### src/rtl/ahb_slave_mem.sv
// AHB-Lite slave backed by a 16 x 32-bit register file with configurable data-phase wait states.
// Every bus output is registered; the next-state logic also computes the next output values.
module ahb_slave_mem #(
  parameter int unsigned WAIT_STATES = 1,
  parameter logic [31:0] BASE_ADDR   = 32'h8000_0000
) (
  input  logic        HCLK,
  input  logic        HRESET,
  input  logic        Hwrite,
  input  logic        Hreadyin,
  input  logic [1:0]  Htrans,
  input  logic [31:0] Haddr,
  input  logic [31:0] Hwdata,
  output logic        Hreadyout,
  output logic [1:0]  Hresp,
  output logic [31:0] Hrdata
);

  localparam logic [2:0] S_IDLE = 3'd0;
  localparam logic [2:0] S_WAIT = 3'd1;
  localparam logic [2:0] S_DATA = 3'd2;
  localparam logic [2:0] S_ERR1 = 3'd3;
  localparam logic [2:0] S_ERR2 = 3'd4;

  localparam logic [1:0] RESP_OKAY  = 2'b00;
  localparam logic [1:0] RESP_ERROR = 2'b01;

  // Final count value of the WAIT state; unused when WAIT_STATES is 0.
  localparam logic [2:0] WAIT_LAST = 3'(WAIT_STATES - 1);

  logic [2:0]  state, state_n;
  logic [2:0]  wait_cnt, wait_cnt_n;
  logic [3:0]  addr_q, addr_n;
  logic        wr_q, wr_n;
  logic        bad_q, bad_n;
  logic [31:0] mem [16];

  logic        valid;
  logic        bad;
  logic [31:0] offset;
  logic        data_write;
  logic        load_rd;
  logic [3:0]  rd_idx;
  logic [31:0] rdata_n;

  // NOTE: every signal gets a default at the top of always_comb so no path can infer a latch.
  always_comb begin
    valid      = Hreadyin && Hreadyout && Htrans[1];
    offset     = Haddr - BASE_ADDR;
    bad        = (Haddr < BASE_ADDR) || (offset > 32'd63) || (Haddr[1:0] != 2'b00);
    data_write = (state == S_DATA) && wr_q && !bad_q;

    state_n    = state;
    wait_cnt_n = wait_cnt;
    addr_n     = addr_q;
    wr_n       = wr_q;
    bad_n      = bad_q;
    load_rd    = 1'b0;
    rd_idx     = addr_q;

    case (state)
      S_WAIT: begin
        if (wait_cnt == WAIT_LAST) begin
          state_n = S_DATA;
          load_rd = !wr_q;
        end else begin
          wait_cnt_n = wait_cnt + 3'd1;
        end
      end
      S_ERR1: state_n = S_ERR2;
      S_IDLE, S_DATA, S_ERR2: begin
        if (valid) begin
          addr_n     = Haddr[5:2];
          wr_n       = Hwrite;
          bad_n      = bad;
          wait_cnt_n = 3'd0;
          if (bad) begin
            state_n = S_ERR1;
          end else if (WAIT_STATES > 0) begin
            state_n = S_WAIT;
          end else begin
            state_n = S_DATA;
            load_rd = !Hwrite;
            rd_idx  = Haddr[5:2];
          end
        end else begin
          state_n = S_IDLE;
        end
      end
      default: state_n = S_IDLE;
    endcase

    // A read entering DATA on the same edge that a write to its word retires sees the new data.
    rdata_n = '0;
    if (load_rd) begin
      rdata_n = (data_write && (addr_q == rd_idx)) ? Hwdata : mem[rd_idx];
    end
  end

  // NOTE: the storage is small enough to live in flops, so it is cleared with the rest of the state.
  always_ff @(posedge HCLK) begin
    if (HRESET) begin
      state     <= S_IDLE;
      wait_cnt  <= 3'd0;
      addr_q    <= 4'd0;
      wr_q      <= 1'b0;
      bad_q     <= 1'b0;
      Hreadyout <= 1'b1;
      Hresp     <= RESP_OKAY;
      Hrdata    <= '0;
      for (int i = 0; i < 16; i++) begin
        mem[i] <= '0;
      end
    end else begin
      state     <= state_n;
      wait_cnt  <= wait_cnt_n;
      addr_q    <= addr_n;
      wr_q      <= wr_n;
      bad_q     <= bad_n;
      Hreadyout <= (state_n == S_IDLE) || (state_n == S_DATA) || (state_n == S_ERR2);
      Hresp     <= ((state_n == S_ERR1) || (state_n == S_ERR2)) ? RESP_ERROR : RESP_OKAY;
      Hrdata    <= rdata_n;
      if (data_write) begin
        mem[addr_q] <= Hwdata;
      end
    end
  end

endmodule

### config.mk
export PLATFORM = sky130hd
export DESIGN_NAME = ahb_slave_mem
export DESIGN_NICKNAME = d
export VERILOG_FILES = /design/src/rtl/ahb_slave_mem.sv
export SDC_FILE = /design/constraint.sdc
export NUM_CORES = 1
export LEC_CHECK = 0
export BUFFER_PORTS_ARGS = -buffer_cell sky130_fd_sc_hd__buf_2
export CAP_MARGIN = 20
export CORE_MARGIN = 1.5
export CORE_UTILIZATION = 60
export DETAILED_ROUTE_END_ITERATION = 7
export GPL_ROUTABILITY_DRIVEN = 0
export PLACE_DENSITY_LB_ADDON = 0.05
export SLEW_MARGIN = 20
export SYNTH_ARGS = -nofsm -noshare
export SYNTH_HDL_FRONTEND = slang
export SYNTH_SLANG_ARGS = --single-unit
export TNS_END_PERCENT = 50
### constraint.sdc
create_clock -name HCLK -period 6.3 [get_ports HCLK]
set_input_delay 0.315 -clock HCLK [delete_from_list [all_inputs] [get_ports HCLK]]
set_output_delay 0.315 -clock HCLK [all_outputs]
set_load 0.01 [all_outputs]
==> flow_summary.yaml <==
status:
  status: "completed"
cts:
  cts_tree: "yes"
  post_cts_buffers: 0
  postCtsHoldBufs: 5
  cts_root_buf: "clkbuf_16"
  numCtsBuffers: 55
  clk_latency_ns: 0.60
  clock_sinks: 558
  clk_pin_slew_ns: 0.06
  clockBufferDepth: 3
  ctsHtreeMaxLevel: 2
  cts_resized: 0
yosys:
  ys_types: 39
  yosysSeqAreaShare_pct: 67.3
  synth.avg_cell_area_um2: 16.1
  syn-num-nets: 1573
  synth_top_family_by_area: "simple AND/OR/NAND/NOR gates"
  synthSimpleGateAreaFrac_pct: 15.4
  synth_edf_count: 512
  post_synth_xor_area_fraction_pct: 0.0362
  netlist_instances: 1501
  synthAdderAreaFrac_pct: 0.103
  synth_compound_area_share_pct: 2.82
  ys_ff_latch: 558
  ys_async_sr_fraction_pct: 0
  synth_flop_cell: "edfxtp_1"
  yosysWarnings: 0
  synth_area_mm2: 0.0242
  synth.area.mux_share_pct: 12.0
global_route:
  grt_max_degree: 59
  grtUsageTotal_pct: 27.3
  antenna_found_initial: 2
  grt_pass1_vias: 13100
  grt_first_pass_wirelength_um: 81600
  grt_overflow: 0
floorplanning:
  dieArea_mm2: 0.0416
  core_region_area_mm2: 0.0397
  die_h_um: 204
  rows: 73
  die_w_um: 204
  io_pins: 105
  initial_core_util_pct: 60.9
worst_hold_path:
  hold_path_depth: 4
  hold_path_end: "Hreadyout"
  hp-class: "in2reg"
  hold_start: "Htrans[1]"
worst_setup_path:
  endpoint_kind: "register"
  crit_path_start_kind: "register"
  critPathBufInv: 1
  reg2reg_from: "state[1]"
  path_max_fanout: 33
  reg2reg_depth: 5
  r2r-end: "mem[12][10]"
  critPathKind: "reg2reg"
  cp_cell_sequence: "nor4b_4 -> nand4_1 -> nor2_2 -> buf_4 -> or2_2"
  critPathTopFamily: "simple AND/OR/NAND/NOR gates"
  critical_path.slowest_cell: "or2_2"
  slowest_delay_ns: 0.95
  critical_path_required_ns: 6.50
  rrSetupSlack_ns: 3.17
  worstPathArrival_ns: 3.33
timing:
  max_slew_margin_pct: 24.7
  setup_viol: 0
  hold_slack_ns: 0.159
  skew_ns: 0.0161
  period_share_pct: 49.7
  max_freq_ghz: 0.319
  worst_pin_slew_ns: 1.13
  min_period_ns: 3.13
  grt_setup_unrepaired: "no"
  maxSlewViolCount: 0
  tns_ns: 0
  hold_viol: 0
final_layout:
  syn2layout_area_growth_pct: 11.9
  multiInputGateArea_mm2: 0.00744
  fin_nets: 1640
  drive_gt1_share_pct: 24.0
  fill_cells: 2678
  finalNonFillerCells: 2140
  regArea_mm2: 0.0163
drt:
  drt_wl_total_um: 54600
  first_pass_iters: 5
  routed-via-count: 12700
  routed_via_density: 5.96
  drtIter0Drc: 1136
  post-route-drc-count: 0
  post_drt_wl_per_cell_um: 25.5
  ant_nets: 0
power_and_ir_drop:
  power_density_mw_per_mm2: 292
  peakVddDrop_uv: 229
  p_leak_nw: 9.93
placement:
  dp_cells: 2031
  dpl.hpwl_um: 29400
  io_buffers: 102
flow_run:
  drv_cap: 0
## registers in the layout, summed over array words and instances (netlist names)
| signal | count |
|---|---|
| mem | 512 |
| Hrdata | 32 |
| addr_q | 4 |
| state | 3 |
| wait_cnt | 3 |
| Hreadyout | 1 |
| Hresp | 1 |
| bad_q | 1 |
| wr_q | 1 |
## per-layer routing
metal | routed length, um | part of all wire, % | GRT usage (%)
met3 | 3340 | 6.1 | 3.33
met4 | 1500 | 2.7 | 9.02
met2 | 28000 | 51 | 47.8
met5 | 13 | 0.024 | 0
met1 | 21800 | 40 | 35.7
## per-stage QoR
stage	util [%]	power (mW)	setup WS, ns	area [um^2]
finish	68.2	7.92	3.17	27100
floorplan	-	4.49	4.24	24200
CTS	68.2	7.97	3.12	27100
detailed placement	63.3	4.64	2.96	25200
global route	68.2	8.13	2.93	27100
global placement	63.3	4.63	3.02	25200
## report_power, final
group          total, mW  switching, mW  leakage (nW)  internal [mW]
combinational      0.360          0.218          3.35          0.143
clock               3.36           1.36         0.922           2.00
sequential          4.20         0.0493          5.66           4.15
## kinds of logic after synthesis
kind of cell / Yosys count
flops: 558
mux: 130
xor+xnor: 1
simple gates: 599
fa+ha+maj: 2
buf+inv: 132
other cells: 1
compound gates: 78
## how the worst max path moves through the flow
stage / startpoint / endpoint / slack [ns] / cells after the start
finish: state[1] / mem[12][10] / 3.17 / 5
detailed placement: HRESET / mem[14][15] / 2.96 / 6
floorplan: addr_q[1] / mem[7][0] / 4.24 / 6
global route: state[1] / mem[12][24] / 2.93 / 5
global placement: HRESET / mem[14][16] / 3.02 / 6
CTS: addr_q[0] / mem[13][8] / 3.12 / 4
## tightest hold or removal path, stage by stage
cell and delay (ns):
buf_2 0.10, nand4b_1 0.13, nor2_1 0.07, o21bai_1 0.11
## cell usage after synthesis, types with 2 or more instances
| cell type | number | area [um^2] |
|---|---|---|
| or2_2 | 16 | 100 |
| mux2i_1 | 2 | 20.0 |
| clkbuf_1 | 95 | 357 |
| ha_1 | 2 | 25.0 |
| nand3_1 | 3 | 15.0 |
| dfxtp_1 | 46 | 921 |
| nor3_2 | 6 | 60.1 |
| buf_2 | 23 | 115 |
| and2_1 | 512 | 3200 |
| buf_1 | 5 | 18.8 |
| a22o_1 | 32 | 280 |
| edfxtp_1 | 512 | 15400 |
| nor4b_1 | 2 | 17.5 |
| buf_4 | 6 | 45.0 |
| nand2b_1 | 5 | 31.3 |
| nand4_1 | 2 | 12.5 |
| a221o_1 | 32 | 320 |
| inv_1 | 3 | 11.3 |
| nand4b_1 | 2 | 17.5 |
| a21oi_1 | 9 | 45.0 |
| nor4_1 | 7 | 43.8 |
| nor2_1 | 15 | 56.3 |
| nor2b_1 | 3 | 18.8 |
| nand2_1 | 17 | 63.8 |
| nor3_1 | 3 | 15.0 |
| mux4_2 | 128 | 2880 |
## layout by cell type, fill, tap and decap left out, types with 2 or more instances in the layout
master	instances
edfxtp_1	512
nand4b_1	2
nand3_1	3
buf_2	102
nor2_1	4
mux4_2	128
bufinv_16	6
dlygate4sd3_1	5
nor4b_1	2
nand2_1	17
a21oi_1	9
or2_2	16
nor4_1	7
nand2b_1	5
and2_1	512
ha_1	2
nor3_4	6
dfxtp_1	43
clkbuf_16	57
clkbuf_8	9
nor2_2	9
clkinv_2	12
a221o_1	32
nand4_1	2
a22o_1	32
nor2b_1	3
mux2i_1	2
inv_1	3
nor3_1	3
dfxtp_4	3
nor2_4	2
clkinv_1	4
buf_4	32
clkbuf_1	14
nor4b_4	2
## cell type report
cell class,instances,area share (%)
clock inverter,23,0.970
clock buffer,80,5.92
multi-input combinational,811,27.5
timing repair buffer,139,2.96
tap,525,2.43
inverter,3,0.0416
antenna,1,0.00924
sequential,558,60.2
Power figures use the tool's default switching activity.
